`src/rtl/proc_control_unit.sv`:
```
// -----------------------------------------------------------------------------
// proc_control_unit
//   Moore control FSM for the ProjectB datapath. It sequences the PC, the
//   instruction register, data RAM, register file, ALU and the write-back mux,
//   and decodes the 16-bit instruction held in the IR.
//
//   Ports
//     Clk         in   system clock, rising edge
//     ResetN      in   asynchronous active-low reset
//     IR          in   [15:0] current instruction
//     PC_clr      out  clear program counter
//     PC_up       out  increment program counter
//     IR_ld       out  load IR from instruction memory
//     D_addr      out  [7:0] data RAM address
//     D_wr        out  data RAM write enable
//     RF_s        out  write-back select (1 = RAM data, 0 = ALU result)
//     RF_W_addr   out  [3:0] register-file write address
//     RF_W_en     out  register-file write enable
//     RF_Ra_addr  out  [3:0] register-file read port A address
//     RF_Rb_addr  out  [3:0] register-file read port B address
//     ALU_s0      out  [2:0] ALU function select
//     StateOut    out  [3:0] current state encoding (debug)
// -----------------------------------------------------------------------------
module proc_control_unit #(
    parameter logic [2:0] ALU_ADD = 3'd1,
    parameter logic [2:0] ALU_SUB = 3'd2
) (
    input  logic        Clk,
    input  logic        ResetN,
    input  logic [15:0] IR,
    output logic        PC_clr,
    output logic        PC_up,
    output logic        IR_ld,
    output logic [7:0]  D_addr,
    output logic        D_wr,
    output logic        RF_s,
    output logic [3:0]  RF_W_addr,
    output logic        RF_W_en,
    output logic [3:0]  RF_Ra_addr,
    output logic [3:0]  RF_Rb_addr,
    output logic [2:0]  ALU_s0,
    output logic [3:0]  StateOut
);

    typedef enum logic [3:0] {
        S_INIT   = 4'd0,
        S_FETCH  = 4'd1,
        S_DECODE = 4'd2,
        S_NOOP   = 4'd3,
        S_LOAD_A = 4'd4,
        S_LOAD_B = 4'd5,
        S_STORE  = 4'd6,
        S_ADD    = 4'd7,
        S_SUB    = 4'd8,
        S_HALT   = 4'd9
    } state_t;

    localparam logic [3:0] OP_NOOP  = 4'b0000;
    localparam logic [3:0] OP_STORE = 4'b0001;
    localparam logic [3:0] OP_LOAD  = 4'b0010;
    localparam logic [3:0] OP_ADD   = 4'b0011;
    localparam logic [3:0] OP_SUB   = 4'b0100;
    localparam logic [3:0] OP_HALT  = 4'b0101;

    state_t state_q, state_d;

    logic [3:0] opcode;
    assign opcode = IR[15:12];

    always_ff @(posedge Clk or negedge ResetN) begin
        if (!ResetN) state_q <= S_INIT;
        else         state_q <= state_d;
    end

    // Next-state logic
    always_comb begin
        state_d = state_q;
        case (state_q)
            S_INIT:   state_d = S_FETCH;
            S_FETCH:  state_d = S_DECODE;
            S_DECODE: begin
                case (opcode)
                    OP_STORE: state_d = S_STORE;
                    OP_LOAD:  state_d = S_LOAD_A;
                    OP_ADD:   state_d = S_ADD;
                    OP_SUB:   state_d = S_SUB;
                    OP_HALT:  state_d = S_HALT;
                    // OP_NOOP and every unassigned opcode behave as NOOP
                    default:  state_d = S_NOOP;
                endcase
            end
            S_NOOP:   state_d = S_FETCH;
            S_LOAD_A: state_d = S_LOAD_B;
            S_LOAD_B: state_d = S_FETCH;
            S_STORE:  state_d = S_FETCH;
            S_ADD:    state_d = S_FETCH;
            S_SUB:    state_d = S_FETCH;
            S_HALT:   state_d = S_HALT;
            default:  state_d = S_INIT;
        endcase
    end

    // Moore outputs: everything defaults to 0 (addresses included), so
    // RF_s falls back to the ALU path outside the load states.
    always_comb begin
        PC_clr     = 1'b0;
        PC_up      = 1'b0;
        IR_ld      = 1'b0;
        D_addr     = 8'd0;
        D_wr       = 1'b0;
        RF_s       = 1'b0;
        RF_W_addr  = 4'd0;
        RF_W_en    = 1'b0;
        RF_Ra_addr = 4'd0;
        RF_Rb_addr = 4'd0;
        ALU_s0     = 3'd0;
        case (state_q)
            S_INIT:  PC_clr = 1'b1;
            S_FETCH: begin
                PC_up = 1'b1;
                IR_ld = 1'b1;
            end
            S_STORE: begin
                D_addr     = IR[11:4];
                RF_Ra_addr = IR[3:0];
                D_wr       = 1'b1;
            end
            // LOAD_A only waits out the synchronous RAM read; LOAD_B commits.
            S_LOAD_A, S_LOAD_B: begin
                D_addr    = IR[11:4];
                RF_s      = 1'b1;
                RF_W_addr = IR[3:0];
                RF_W_en   = (state_q == S_LOAD_B);
            end
            S_ADD, S_SUB: begin
                RF_Ra_addr = IR[11:8];
                RF_Rb_addr = IR[7:4];
                RF_W_addr  = IR[3:0];
                RF_W_en    = 1'b1;
                ALU_s0     = (state_q == S_ADD) ? ALU_ADD : ALU_SUB;
            end
            default: ;
        endcase
    end

    assign StateOut = state_q;

    // Suppress an unused-constant warning for the explicit NOOP opcode name.
    logic unused_noop;
    assign unused_noop = ^OP_NOOP;

endmodule
```
`config.mk`:
```
export PLATFORM = sky130hd
export DESIGN_NAME = proc_control_unit
export DESIGN_NICKNAME = d
export VERILOG_FILES = /design/src/rtl/proc_control_unit.sv
export SDC_FILE = /design/constraint.sdc
export NUM_CORES = 1
export LEC_CHECK = 0
export BUFFER_PORTS_ARGS = -buffer_cell sky130_fd_sc_hd__buf_2
export CAP_MARGIN = 5
export CORE_AREA = 2 2 39 41
export CTS_BUF_LIST = sky130_fd_sc_hd__clkbuf_2 sky130_fd_sc_hd__clkbuf_4 sky130_fd_sc_hd__clkbuf_8
export DETAILED_ROUTE_END_ITERATION = 12
export DIE_AREA = 0 0 41 43
export GPL_ROUTABILITY_DRIVEN = 1
export PLACE_DENSITY = 0.9
export SYNTH_ARGS = -nofsm -noshare
export SYNTH_HDL_FRONTEND = slang
export SYNTH_SLANG_ARGS = --single-unit
```
`constraint.sdc`:
```
create_clock -name Clk -period 2.91 [get_ports Clk]
set_clock_uncertainty 0.1 [all_clocks]
set_input_delay 0.582 -clock Clk [delete_from_list [all_inputs] [get_ports Clk]]
set_output_delay 0.582 -clock Clk [all_outputs]
set_load 0.01 [all_outputs]
```
==> run_results.csv <==
group,metric,value,unit
grt,antenna_found_initial,0,
setup_path,critPathBufInv,1,
pwr,max-vdd-ir-drop,0.370,mV
detailed_routing,dr_total_vias,630,
setup_path,path_max_fanout,15,
setup_path,path_depth,4,
grt,grt_max_degree,16,
pwr,power_per_cell_area,552,nW/um^2
grt,met2_usage,0.278,
setup_path,r2r_cells,3,
setup_path,crit_arrival,1860,ps
detailed_routing,first_pass_iters,4,
layout,n_antenna_cell,0,
clock_network,path_clk_slew,40,ps
setup_path,cp_slowest_cell,"or4b_1",
logic_synthesis,synth_ff_type,"dfrtp_1",
layout,largest_reg_flops,4,
logic_synthesis,synth_top_area_share,0.199,
die,coreArea,1380,um^2
setup_path,path_class,"reg -> out",
logic_synthesis,ys_types,27,
clock_network,cts_buffers,3,
setup_path,slowest_delay,640,ps
die,io-pin-count,51,
place,hpwl,1140,um
detailed_routing,wl_per_cell,11.2,um
clock_network,clkSinkCount,4,
detailed_routing,postRouteAntennaNets,0,
timing,finalHoldViolCount,0,
die,die_height,43,um
clock_network,clock_latency,240,ps
logic_synthesis,yosysTopAreaCell,"dfrtp_1",
timing,fin_crit,2550,ps
setup_path,crit_chain,"or4b_1 -> o21ai_2 -> a22o_1 -> buf_2",
setup_path,crit_required,2230,ps
place,dp_slack,634,ps
status,outcome,"finished clean",
timing,maxSlewViolCount,0,
layout,areaGrowthSynthToFinish,50.5,%
grt,top_usage_layer,"met2",
pwr,leakage,0.439,nW
clock_network,clockBufferDepth,2,
detailed_routing,drt_iter0_markers,6,
grt,track_usage,0.168,
clock_network,htree_levels,1,
clock_network,holdBufCountCts,0,
die,die_area,1760,um^2
timing,fmax,0.393,GHz
timing,setup_viol,0,
logic_synthesis,yosysSeqAreaShare,0.199,
setup_path,cpLargestDelayFamily,"simple AND/OR/NAND/NOR gates",
logic_synthesis,yosysWarnings,0,
grt,grt_pass1_vias,491,
grt,met1_usage,0.183,
layout,drive_gt1_frac,0.469,
setup_path,end_kind,"output pin",
die,die_w,41,um
detailed_routing,drc,0,
place,io_buffer_count,49,
logic_synthesis,syn_nets,85,
timing,grt_setup_unrepaired,"no",
layout,finalNetCount,133,
grt,use_met3,0.0314,
detailed_routing,via_per_inst,4.88,
logic_synthesis,synth_edf_count,0,
logic_synthesis,netlist_top_cells_area,"dfrtp_1 (20%), and2_1 (15%), a22o_1 (7.0%)",
clock_network,postCtsSetupBuffers,0,
flow_run,max-cap-violations,0,
logic_synthesis,synth.avg_cell_area,7.51,um^2
logic_synthesis,synth-seq-cells,4,
die,initial_utilization,0.363,
grt,grt-ovfl-total,0,
die,rows,14,
clock_network,root_buffer,"clkbuf_4",
timing,layout_setup_ws,364,ps
timing,fin_tns_setup,0,ps
timing,timing.final.crit_share,0.875,
detailed_routing,finalWirelength,1440,um
setup_path,cp-start-kind,"register",
clock_network,post_cts_resized,0,
logic_synthesis,synth_area,503,um^2
grt,grt_pass1_wl,2010,um
clock_network,cts_tree,"built",
logic_synthesis,synthesis.instances,67,
hold_path,min_path_type,"in -> async",
place,gp_congestion,0.726,
logic_synthesis,synth-async-reset-ratio,1.00,
-- cell usage after synthesis (2+ instances only) --
master,number
a211oi_1,2
a21boi_1,4
a21oi_1,3
a22o_1,4
and2_1,12
buf_2,3
buf_4,2
dfrtp_1,4
nand2_1,2
nand2b_1,5
nand3b_1,2
nor2_1,4
nor4b_1,2
o21ai_0,5
-- where the power goes --
group          total (W)  internal (W)  switching, W
clock          0.0000712     0.0000463     0.0000249
sequential      0.000132     0.0000728     0.0000595
combinational   0.000215      0.000105      0.000110
total           0.000418      0.000224      0.000194
-- worst paths after layout --
kind | from | to | slack, ps
setup / recovery | StateOut[0] | RF_Ra_addr[2] | 360
hold / removal | ResetN | StateOut[0] | 30
setup reg to reg | StateOut[0] | StateOut[3] | 1360
hold reg to reg | StateOut[3] | StateOut[2] | 560
max in group asynchronous | ResetN | StateOut[2] | 2560
min in group Clk | StateOut[3] | StateOut[2] | 560
-- through the flow --
| stage | instances | area [um^2] | hold slack [ps] | power (W) | utilization |
|---|---|---|---|---|---|
| 2_1_floorplan | 67 | 503 | 186 | 0.000269 | - |
| 3_3_place_gp | 126 | 734 | 287 | 0.000335 | 0.531 |
| 3_5_place_dp | 126 | 734 | 288 | 0.000346 | 0.531 |
| 4_1_cts | 129 | 757 | 35.2 | 0.000418 | 0.547 |
| 5_1_grt | 129 | 757 | 34.8 | 0.000446 | 0.547 |
| 6_report | 129 | 757 | 34.1 | 0.000418 | 0.547 |
-- metal layers --
layer	wire, um	vias up
met2	746	19
li1	-	333
met3	61	2
met1	612	276
met5	0	-
met4	21	0
-- cells by family after synthesis --
logic type / synth area share
xor gates and xnor gates: 0.0174
other: 0.00746
DFF: 0.199
AOI/OAI and AO/OA: 0.289
and+or+nand+nor: 0.413
buffers and inverters: 0.0746
-- cell usage in the layout (no fill, tap or decap), drive strengths merged --
cell	synthesis	final
xor2	1	1
and3b	1	1
and2	12	12
nand2	2	2
nor2	4	4
inv	1	1
a21boi	4	4
nor4	1	1
nor4b	2	2
dfrtp	4	4
conb	1	1
nand3b	2	2
a211oi	2	2
o2111ai	1	1
a22o	4	4
or4	1	1
nor3	1	1
a21o	1	1
clkbuf	0	3
nand2b	5	5
a21oi	3	3
buf	6	49
o21ai	6	6
or3b	1	1
or4b	1	1
-- final cells by class --
cell class                 instances  area [um^2]
inverter                           1         3.75
multi-input combinational         56          365
tap                               16         20.0
fill                             139          627
timing repair buffer              49          245
sequential                         4          100
clock buffer                       3         22.5
Note: power is estimated with default switching activity, not from simulation.
